==> src/rtl/cam_bank_write_ctrl_if.sv <==
// ---------------------------------------------------------------------------
// cam_bank_write_ctrl_if
// Bundles the camera pins, host control, RAM write port and status of the
// camera frame-buffer write controller.
//
// Signals (direction as seen by the controller, modport slave):
//   VSYNCI, HREFI, DATAI  in   camera frame/line qualifiers and pixel byte
//   arm_i                 in   host capture enable (WB domain level)
//   bank_rel_tgl_i        in   host bank release toggles (WB domain)
//   ram_wa_o / ram_wd_o   out  RAM word address / packed write data
//   ram_wen_o             out  one-hot per-bank write strobe
//   bank_full_o           out  per-bank "holds unread data" flags
//   cur_bank_o            out  bank currently being filled
//   last_wcnt_o           out  word count of the last closed bank
//   frame_done_o          out  end-of-completed-frame pulse
//   overflow_o            out  sticky dropped-bytes flag
//   state_o               out  controller FSM state
//
// Transfer semantics: there is no back-pressure on either side. A pixel byte
// is transferred on every PCLKI rising edge where HREFI & VSYNCI is high; a
// RAM word is transferred on every PCLKI rising edge where one bit of
// ram_wen_o is high, with ram_wa_o/ram_wd_o valid in that same cycle.
// ---------------------------------------------------------------------------
interface cam_bank_write_ctrl_if #(
  parameter int ADDR_W = 9
);
  logic              VSYNCI;
  logic              HREFI;
  logic [7:0]        DATAI;
  logic              arm_i;
  logic [3:0]        bank_rel_tgl_i;
  logic [ADDR_W-1:0] ram_wa_o;
  logic [31:0]       ram_wd_o;
  logic [3:0]        ram_wen_o;
  logic [3:0]        bank_full_o;
  logic [1:0]        cur_bank_o;
  logic [ADDR_W:0]   last_wcnt_o;
  logic              frame_done_o;
  logic              overflow_o;
  logic [1:0]        state_o;

  modport master (
    output VSYNCI, HREFI, DATAI, arm_i, bank_rel_tgl_i,
    input  ram_wa_o, ram_wd_o, ram_wen_o, bank_full_o, cur_bank_o,
    input  last_wcnt_o, frame_done_o, overflow_o, state_o
  );

  modport slave (
    input  VSYNCI, HREFI, DATAI, arm_i, bank_rel_tgl_i,
    output ram_wa_o, ram_wd_o, ram_wen_o, bank_full_o, cur_bank_o,
    output last_wcnt_o, frame_done_o, overflow_o, state_o
  );
endinterface

==> src/rtl/cam_bank_write_ctrl.sv <==
// ---------------------------------------------------------------------------
// cam_bank_write_ctrl
// Write-side controller of the camera frame buffer (4 banks of
// WORDS_PER_BANK x 32). Packs pixel bytes little-endian into 32-bit words,
// writes them round-robin across the banks, keeps per-bank full flags that
// the host releases from the Wishbone domain, and gates capture per frame
// with the host arm level.
//
// Ports:
//   PCLKI      in  camera pixel clock, all logic on its rising edge
//   WBs_RST_i  in  asynchronous active-high reset
//   bus        cam_bank_write_ctrl_if.slave (camera pins, host control,
//              RAM write port, status and FSM state)
// ---------------------------------------------------------------------------
module cam_bank_write_ctrl #(
  parameter int WORDS_PER_BANK = 512,
  parameter int ADDR_W         = 9
) (
  input  logic                  PCLKI,
  input  logic                  WBs_RST_i,
  cam_bank_write_ctrl_if.slave  bus
);

  typedef enum logic [1:0] {
    IDLE       = 2'd0,
    WAIT_FRAME = 2'd1,
    CAPTURE    = 2'd2,
    STALL      = 2'd3
  } state_t;

  localparam logic [ADDR_W-1:0] LAST_ADDR = ADDR_W'(WORDS_PER_BANK - 1);
  localparam logic [ADDR_W:0]   FULL_CNT  = (ADDR_W+1)'(WORDS_PER_BANK);

  state_t            state_q;
  logic              arm_s1_q, arm_s2_q;
  logic [3:0]        rel_s1_q, rel_s2_q, rel_s3_q;
  logic              vs_q;
  logic [1:0]        byte_cnt_q;
  logic [23:0]       pack_q;
  logic [ADDR_W-1:0] addr_q;
  logic [1:0]        cur_bank_q;
  logic [3:0]        bank_full_q;
  logic [ADDR_W:0]   last_wcnt_q;
  logic [ADDR_W-1:0] wa_q;
  logic [31:0]       wd_q;
  logic [3:0]        wen_q;
  logic              frame_done_q;
  logic              overflow_q;

  logic       byte_vld;
  logic       vs_rise;
  logic       vs_fall;
  logic [3:0] rel_pulse;
  logic [3:0] cur_onehot;

  assign byte_vld   = bus.HREFI & bus.VSYNCI;
  assign vs_rise    = bus.VSYNCI & ~vs_q;
  assign vs_fall    = ~bus.VSYNCI & vs_q;
  // Any change of a synchronised toggle bit is one release of that bank.
  assign rel_pulse  = rel_s2_q ^ rel_s3_q;
  assign cur_onehot = 4'b0001 << cur_bank_q;

  always_ff @(posedge PCLKI or posedge WBs_RST_i) begin
    if (WBs_RST_i) begin
      state_q      <= IDLE;
      arm_s1_q     <= 1'b0;
      arm_s2_q     <= 1'b0;
      rel_s1_q     <= 4'b0;
      rel_s2_q     <= 4'b0;
      rel_s3_q     <= 4'b0;
      vs_q         <= 1'b0;
      byte_cnt_q   <= 2'd0;
      pack_q       <= 24'd0;
      addr_q       <= '0;
      cur_bank_q   <= 2'd0;
      bank_full_q  <= 4'b0;
      last_wcnt_q  <= '0;
      wa_q         <= '0;
      wd_q         <= 32'd0;
      wen_q        <= 4'b0;
      frame_done_q <= 1'b0;
      overflow_q   <= 1'b0;
    end else begin
      arm_s1_q     <= bus.arm_i;
      arm_s2_q     <= arm_s1_q;
      rel_s1_q     <= bus.bank_rel_tgl_i;
      rel_s2_q     <= rel_s1_q;
      rel_s3_q     <= rel_s2_q;
      vs_q         <= bus.VSYNCI;
      wen_q        <= 4'b0;
      frame_done_q <= 1'b0;
      // Releases first; a close of the same bank later in this block
      // overrides the cleared bit, so a close always wins.
      bank_full_q  <= bank_full_q & ~rel_pulse;

      case (state_q)
        IDLE: begin
          byte_cnt_q <= 2'd0;
          if (arm_s2_q) state_q <= WAIT_FRAME;
        end

        WAIT_FRAME: begin
          byte_cnt_q <= 2'd0;
          // Only a fresh VSYNC rise starts capture, so a frame already
          // running when arm arrived is skipped.
          if (!arm_s2_q)    state_q <= IDLE;
          else if (vs_rise) state_q <= CAPTURE;
        end

        CAPTURE, STALL: begin
          if (vs_fall) begin
            // Frame end: partial word dropped, a partly filled bank closes.
            byte_cnt_q   <= 2'd0;
            frame_done_q <= 1'b1;
            if (addr_q != '0) begin
              bank_full_q[cur_bank_q] <= 1'b1;
              last_wcnt_q             <= {1'b0, addr_q};
              cur_bank_q              <= cur_bank_q + 2'd1;
              addr_q                  <= '0;
            end
            state_q <= arm_s2_q ? WAIT_FRAME : IDLE;
          end else if (!arm_s2_q) begin
            // Abort: the open bank keeps its address for the next frame.
            byte_cnt_q <= 2'd0;
            state_q    <= IDLE;
          end else if (state_q == STALL) begin
            if (byte_vld) overflow_q <= 1'b1;
            if (!bank_full_q[cur_bank_q]) begin
              state_q    <= CAPTURE;
              byte_cnt_q <= 2'd0;
              addr_q     <= '0;
            end
          end else if (byte_vld) begin
            if (byte_cnt_q == 2'd3) begin
              byte_cnt_q <= 2'd0;
              if (bank_full_q[cur_bank_q]) begin
                // Target bank still unread: this word is lost.
                state_q    <= STALL;
                overflow_q <= 1'b1;
              end else begin
                wd_q  <= {bus.DATAI, pack_q};
                wa_q  <= addr_q;
                wen_q <= cur_onehot;
                if (addr_q == LAST_ADDR) begin
                  bank_full_q[cur_bank_q] <= 1'b1;
                  last_wcnt_q             <= FULL_CNT;
                  cur_bank_q              <= cur_bank_q + 2'd1;
                  addr_q                  <= '0;
                end else begin
                  addr_q <= addr_q + 1'b1;
                end
              end
            end else begin
              case (byte_cnt_q)
                2'd0:    pack_q[7:0]   <= bus.DATAI;
                2'd1:    pack_q[15:8]  <= bus.DATAI;
                default: pack_q[23:16] <= bus.DATAI;
              endcase
              byte_cnt_q <= byte_cnt_q + 2'd1;
            end
          end
        end

        default: state_q <= IDLE;
      endcase
    end
  end

  assign bus.ram_wa_o     = wa_q;
  assign bus.ram_wd_o     = wd_q;
  assign bus.ram_wen_o    = wen_q;
  assign bus.bank_full_o  = bank_full_q;
  assign bus.cur_bank_o   = cur_bank_q;
  assign bus.last_wcnt_o  = last_wcnt_q;
  assign bus.frame_done_o = frame_done_q;
  assign bus.overflow_o   = overflow_q;
  assign bus.state_o      = state_q;

endmodule

==> src/flat_wrapper.sv <==
// flat-port wrapper written by rule: the top's interface ports become plain ports
module cam_bank_write_ctrl_flat 
#(
  parameter int WORDS_PER_BANK = 512,
  parameter int ADDR_W         = 9
)
  (PCLKI, WBs_RST_i, bus_VSYNCI, bus_HREFI, bus_DATAI, bus_arm_i, bus_bank_rel_tgl_i, bus_ram_wa_o, bus_ram_wd_o, bus_ram_wen_o, bus_bank_full_o, bus_cur_bank_o, bus_last_wcnt_o, bus_frame_done_o, bus_overflow_o, bus_state_o);
  cam_bank_write_ctrl_if #(.ADDR_W(ADDR_W)) bus_i ();
  input  logic PCLKI;
  input  logic WBs_RST_i;
  input wire logic [$bits(bus_i.VSYNCI)-1:0] bus_VSYNCI;
  input wire logic [$bits(bus_i.HREFI)-1:0] bus_HREFI;
  input wire logic [$bits(bus_i.DATAI)-1:0] bus_DATAI;
  input wire logic [$bits(bus_i.arm_i)-1:0] bus_arm_i;
  input wire logic [$bits(bus_i.bank_rel_tgl_i)-1:0] bus_bank_rel_tgl_i;
  output wire logic [$bits(bus_i.ram_wa_o)-1:0] bus_ram_wa_o;
  output wire logic [$bits(bus_i.ram_wd_o)-1:0] bus_ram_wd_o;
  output wire logic [$bits(bus_i.ram_wen_o)-1:0] bus_ram_wen_o;
  output wire logic [$bits(bus_i.bank_full_o)-1:0] bus_bank_full_o;
  output wire logic [$bits(bus_i.cur_bank_o)-1:0] bus_cur_bank_o;
  output wire logic [$bits(bus_i.last_wcnt_o)-1:0] bus_last_wcnt_o;
  output wire logic [$bits(bus_i.frame_done_o)-1:0] bus_frame_done_o;
  output wire logic [$bits(bus_i.overflow_o)-1:0] bus_overflow_o;
  output wire logic [$bits(bus_i.state_o)-1:0] bus_state_o;
  assign bus_i.VSYNCI = bus_VSYNCI;
  assign bus_i.HREFI = bus_HREFI;
  assign bus_i.DATAI = bus_DATAI;
  assign bus_i.arm_i = bus_arm_i;
  assign bus_i.bank_rel_tgl_i = bus_bank_rel_tgl_i;
  assign bus_ram_wa_o = bus_i.ram_wa_o;
  assign bus_ram_wd_o = bus_i.ram_wd_o;
  assign bus_ram_wen_o = bus_i.ram_wen_o;
  assign bus_bank_full_o = bus_i.bank_full_o;
  assign bus_cur_bank_o = bus_i.cur_bank_o;
  assign bus_last_wcnt_o = bus_i.last_wcnt_o;
  assign bus_frame_done_o = bus_i.frame_done_o;
  assign bus_overflow_o = bus_i.overflow_o;
  assign bus_state_o = bus_i.state_o;
  cam_bank_write_ctrl #(.WORDS_PER_BANK(WORDS_PER_BANK), .ADDR_W(ADDR_W)) u_core (.PCLKI(PCLKI), .WBs_RST_i(WBs_RST_i), .bus(bus_i));
endmodule
==> config.mk <==
export PLATFORM = sky130hd
export DESIGN_NAME = cam_bank_write_ctrl_flat
export DESIGN_NICKNAME = d
export VERILOG_FILES = /design/src/rtl/cam_bank_write_ctrl_if.sv /design/src/rtl/cam_bank_write_ctrl.sv /design/src/flat_wrapper.sv
export SDC_FILE = /design/constraint.sdc
export NUM_CORES = 1
export LEC_CHECK = 0
export CAP_MARGIN = 20
export CORE_MARGIN = 1
export CORE_UTILIZATION = 47
export DETAILED_ROUTE_END_ITERATION = 8
export GPL_ROUTABILITY_DRIVEN = 1
export PLACE_DENSITY = 0.82
export SYNTH_ARGS = -nofsm -noshare
export SYNTH_HDL_FRONTEND = slang
export SYNTH_SLANG_ARGS = --single-unit
==> constraint.sdc <==
create_clock -name PCLKI -period 4.12 [get_ports PCLKI]
set_clock_uncertainty 0.1 [all_clocks]
set_input_delay 0.824 -clock PCLKI [delete_from_list [all_inputs] [get_ports PCLKI]]
set_output_delay 0.824 -clock PCLKI [all_outputs]
set_load 0.02 [all_outputs]
== After elaboration in Yosys (flattened, before gate mapping) ==
Cells that the tools add are included.
Operators by class
  eq/ne operators: 17
  shifts and indexed selects: 1
  reductions and logical operators: 24
  add/subtract/negate cells: 3
  $lt $le $gt $ge: 2
  bitwise logic cells: 14
  muxes and demuxes: 71
Operators with widths (number)
  $mux 9: 9
  $mux 10: 8
  $mux 4: 16
  $mux 2: 24
  $reduce_and 7->1: 5
  $ne 5x5->1 const B: 4
  $reduce_and 6->1: 2
  $reduce_bool 2->1: 6
  $mux 1: 10
  $add 9x1->9 const B: 1
  $eq 9x9->1 const B: 1
  $reduce_bool 9->1: 1
  $reduce_and 8->1: 1
  $not 1->1: 7
  $eq 2x2->1 const B: 3
  $ne 2x1->1 const B: 3
  $ne 3x3->1 const B: 2
  $pmux 2 s3: 1
  $reduce_bool 3->1: 2
  $reduce_or 2->1: 3
  $add 2x1->2 const B: 2
  $and 4x4->4: 1
  $eq 2x1->1 const B: 2
  $logic_not 2->1: 2
  other kinds (14): 16
Word-level totals
  flip-flop bits (word level): 115
  input port bits: 17
  word-level logic and storage cells: 152
  output and inout port bits: 65

== Logic depth before layout (Yosys ltp) ==
  depth after elaboration: 13
  mapped depth: 9
  depth with buffers taken out: 8

== Worst setup path after synthesis ==
Ideal clock, no wire load.
  path kind: input port to flip-flop
  start point: input bus_VSYNCI
  end point: register u_core.addr_q[3]
  setup slack: 1.580 ns
  path buffers: 3
  cell stages on the path: 7
  setup time: 0.122 ns
  data required time: 3.898 ns
  arrival: 2.318 ns
  path through: buf_2 -> and3b_1 -> buf_4 -> a21boi_0 -> clkbuf_1 -> o22ai_1 -> a32o_1
Between the ends
  cells in the longest elaborated chain, start to end: 4
  elaborated cells between the ends (all ways): 11
  classes of those cells: eq/ne (3); mux (1); bitwise (3); reduce/logical (4)
RTL lines
  start: declaration: line flat_wrapper.sv:11  | input wire logic [$bits(bus_i.VSYNCI)-1:0] bus_VSYNCI;
  $not 1->1: line cam_bank_write_ctrl.sv:58  | assign vs_fall = ~bus.VSYNCI & vs_q;
  $and 1x1->1: line cam_bank_write_ctrl.sv:58
  $ne 3x3->1 (no source line), or another cell as far along
  $reduce_and 7->1 (no source line)
  end signal: assignment: line cam_bank_write_ctrl.sv:150  | addr_q <= addr_q + 1'b1;
  end: declaration: line cam_bank_write_ctrl.sv:40  | logic [ADDR_W-1:0] addr_q;
Parallel ways exist; a longest one is shown, timed or not.
A chain may end at the register's enable or synchronous reset.

== Worst setup path after layout ==
  start point: register u_core.state_q[0] (netlist: u_core.bus.state_o[0])
  end point: output bus_state_o[0]
RTL lines
  start: declaration: line cam_bank_write_ctrl.sv:34  | state_t state_q;
  start signal: assignment: line cam_bank_write_ctrl.sv:121  | state_q <= arm_s2_q ? WAIT_FRAME : IDLE;
  end: declaration: line flat_wrapper.sv:24  | output wire logic [$bits(bus_i.state_o)-1:0] bus_state_o;
No word-level cell between the ends.

==> results.ini <==
[timing]
worst_slew_margin_rel_pct = 43.6
timing.final.hold_violations = 0
worst-slew-pin-transition_ns = 0.842
min_period_ns = 2.77
setup_violations = 0
setup_repair_after_global_routing_missed_its_margin = no
drv_slew = 0
max_clock_freq_mhz = 361
timing.final.crit_share_pct = 67.2
setup_tns_ns = 0

[global_routing]
grt_first_pass_wirelength_microns = 16100
grt_remaining_overflow = 0
global_route.usage.total_pct = 21.2
antenna_found_initial = 0
largest_net_degree_at_the_start_of_global_routing = 59
grt_pass1_vias = 3139

[synthesis]
yosys.cell_types.count = 44
synth_enable_flop_cells = 0
synthTopCellsByArea = sky130_fd_sc_hd__dfrtp_1 62%, sky130_fd_sc_hd__mux2_2 16%, sky130_fd_sc_hd__ha_1 3.0%, sky130_fd_sc_hd__a22o_1 1.7%, sky130_fd_sc_hd__o21ai_0 1.2%
synthCells = 331
synth_flop_cell = sky130_fd_sc_hd__dfrtp_1
post_synth.cell_area_avg_sq_um = 14.0
number_of_storage_elements_in_the_synthesis_netlist = 115
number_of_warnings_printed_during_yosys_synthesis = 0
share_of_yosys_cell_area_claimed_by_the_top_area_cell_type_pct = 62.0
synth_area_sq_um = 4640
yosysSeqAreaShare_pct = 62.0
yosysTopAreaCell = sky130_fd_sc_hd__dfrtp_1
synthesis.nets = 359
async_sr_flop_fraction_pct = 100

[die]
die_width_microns = 101
number_of_rows_in_the_core_area = 35
fp.coreArea_sq_um = 9420
pin_count = 82
vertical_die_dimension_microns = 101
dieArea_sq_um = 10300
floorplan.initialDensity_pct = 49.3

[placed_design]
place.gp.congestion = 0.864
place_hpwl_microns = 6340
port-buffer-count = 81

[clock_tree]
path_clk_slew_ns = 0.05
numCtsBuffers = 17
ctsRootBufferMaster = sky130_fd_sc_hd__clkbuf_8
tritoncts_clock_tree = done
cts.sinks = 115
cts.repair.resized = 0
cts_post_setup_buffers_inserted = 0
clock_path_buffers = 2
clock_tree.htree_level_count = 4
holdBufCountCts = 0
clkLatencyLatePin_ns = 0.51

[detailed_routing]
detail_route.vias_per_cell = 5.40
route.vias.total = 3045
totalWireLength_microns = 9660
avgRoutedWirePerCell_microns = 17.1
drt_first_pass_iters = 5
routed.top_layer = met4
met2_wirelength_microns = 4960
route.detailed.drc = 0
detailed_routing_wirelength_on_met1_microns = 4070
drt-initial-drc-count = 186
met3_wirelength_microns = 495
ant_nets = 0

[worst_setup_path]
criticalPathCategory = reg -> out
critPathLaunch = u_core.bus.state_o[0]
timing.critical_path.from_type = register
end_kind = output port
critical-path-max-stage-delay_ns = 0.70
worstReg2RegStart = u_core.addr_q[0]
largest_fanout_on_the_critical_path = 14
path_delay_family = buffers and inverters
timing.critical_path.slowest_stage_cell = sky130_fd_sc_hd__clkdlybuf4s50_1
worst-endpoint-required_ns = 3.20
arrival_ns = 1.85
timing.critical_path.buf_inv = 1
critical_path.cell_chain = clkdlybuf4s50_1

[hold_path]
min_delay_startpoint = u_core.rel_s1_q[1]
timing.hold.worst.class = reg -> reg

[power_and_ir_drop]
power_density_nw_per_um2 = 490
ir_worst_vdd_mv = 0.433
leakagePower_nw = 2.83

[job]
drv.max_cap_violation_count = 0

[final_layout]
finish.utilization_pct = 65.8
areaGrowthSynthToFinish_pct = 33.5
post_route_cells_drive_above_1_share_pct = 25.1
fin_nets = 450
antenna_cells = 0

[status]
outcome = completed

power by group:
group	switching [mW]	internal (mW)	leakage [nW]
registers	0.0837	1.20	1.54
logic	0.146	0.150	1.01
clock network	0.504	0.953	0.288
total	0.734	2.30	2.83
synth_stat cells, types with 5 or more instances:
cell,n
sky130_fd_sc_hd__dfrtp_1,115
sky130_fd_sc_hd__and2_1,5
sky130_fd_sc_hd__nand2_1,13
sky130_fd_sc_hd__ha_1,11
sky130_fd_sc_hd__xnor2_1,5
sky130_fd_sc_hd__nand3_1,6
sky130_fd_sc_hd__inv_1,13
sky130_fd_sc_hd__nor2_1,7
sky130_fd_sc_hd__a21oi_1,6
sky130_fd_sc_hd__buf_2,5
sky130_fd_sc_hd__o21ai_0,11
sky130_fd_sc_hd__a22o_1,9
sky130_fd_sc_hd__mux2_2,66
sky130_fd_sc_hd__o22ai_1,5
area by class of cell:
class | count | area, sq um
clock buffers | 20 | 445
clock inverters | 12 | 154
fillers | 689 | 3220
inverters | 13 | 51.3
multi-input cells | 189 | 1640
flip-flops and latches | 115 | 2880
well taps | 129 | 161
repair buffers | 86 | 873
cell families (layout without fill, tap and decap cells):
| logic type | after synthesis | after routing | synth area share [%] |
|---|---|---|---|
| adders and majority gates | 11 | 11 | 2.96 |
| and+or+nand+nor | 57 | 57 | 6.95 |
| DFF | 115 | 115 | 62.0 |
| xor gates and xnor gates | 5 | 5 | 0.943 |
| muxes | 68 | 68 | 16.7 |
| buffers and inverters | 27 | 131 | 2.80 |
| AOI/OAI and AO/OA | 48 | 48 | 7.68 |
flip-flops by register name, summed over array words and instances (netlist names):
register                 cells
u_core.rel_s1_q              4
u_core.byte_cnt_q            2
u_core.bus.ram_wa_o          9
u_core.pack_q               24
u_core.bus.overflow_o        1
u_core.arm_s2_q              1
u_core.bus.frame_done_o      1
u_core.bus.bank_full_o       4
u_core.bus.ram_wen_o         4
u_core.bus.state_o           2
u_core.rel_s3_q              4
u_core.vs_q                  1
u_core.bus.ram_wd_o         32
u_core.bus.cur_bank_o        2
u_core.addr_q                9
u_core.rel_s2_q              4
u_core.arm_s1_q              1
u_core.bus.last_wcnt_o      10
path summary, 6_finish.rpt:
check / to / depth (start not counted) / slack [ns]
worst max-delay path: bus_state_o[0] / 1 / 1.35
worst min-delay path: u_core.rel_s2_q[1] / 0 / 0.25
worst max register to register: u_core.addr_q[0] / 8 / 1.43
worst min register to register: u_core.rel_s2_q[1] / 0 / 0.25
max in group asynchronous: u_core.bus.bank_full_o[3] / 3 / 2.66
min in group asynchronous: u_core.bus.ram_wd_o[24] / 2 / 0.60
through the flow:
step | setup WS, ns | hold WS, ns | cell area [sq um] | total power, mW | instances
after floorplan | 0.152 | 0.231 | 4640 | 1.46 | 331
after global placement | 0.930 | 0.232 | 5600 | 1.59 | 532
after detailed placement | 0.842 | 0.237 | 5600 | 1.60 | 532
after CTS | 1.34 | 0.250 | 6200 | 3.07 | 564
after global routing | 1.24 | 0.255 | 6200 | 3.16 | 564
final | 1.35 | 0.249 | 6200 | 3.04 | 564
cell usage in the layout (no fill, tap or decap), types with 2 or more instances in the layout:
cell type,count
sky130_fd_sc_hd__clkbuf_16,16
sky130_fd_sc_hd__inv_1,12
sky130_fd_sc_hd__nor2_1,7
sky130_fd_sc_hd__xnor2_1,5
sky130_fd_sc_hd__o21ai_0,11
sky130_fd_sc_hd__nor2b_1,3
sky130_fd_sc_hd__buf_4,3
sky130_fd_sc_hd__clkdlybuf4s50_1,81
sky130_fd_sc_hd__nor3_1,4
sky130_fd_sc_hd__o22ai_1,5
sky130_fd_sc_hd__nand3_1,6
sky130_fd_sc_hd__clkinvlp_4,3
sky130_fd_sc_hd__clkbuf_8,3
sky130_fd_sc_hd__nand2_1,13
sky130_fd_sc_hd__nand2b_1,3
sky130_fd_sc_hd__a31oi_1,2
sky130_fd_sc_hd__clkinv_2,3
sky130_fd_sc_hd__a21bo_2,2
sky130_fd_sc_hd__buf_12,2
sky130_fd_sc_hd__a32o_1,2
sky130_fd_sc_hd__bufinv_16,3
sky130_fd_sc_hd__dfrtp_1,115
sky130_fd_sc_hd__o2bb2ai_1,4
sky130_fd_sc_hd__a22o_1,9
sky130_fd_sc_hd__nor4_1,2
sky130_fd_sc_hd__a21oi_1,6
sky130_fd_sc_hd__nand4_1,4
sky130_fd_sc_hd__and2_1,5
sky130_fd_sc_hd__o21bai_1,2
sky130_fd_sc_hd__mux2_2,66
sky130_fd_sc_hd__and3_1,2
sky130_fd_sc_hd__inv_6,2
sky130_fd_sc_hd__ha_1,11
routing by layer:
layer  GRT usage (%)  up-vias
li1                -     1379
met3            6.49       12
met5               0        -
met2            34.3       87
met4            7.92        0
met1            27.0     1567
Note: power is estimated with default switching activity, not from simulation.
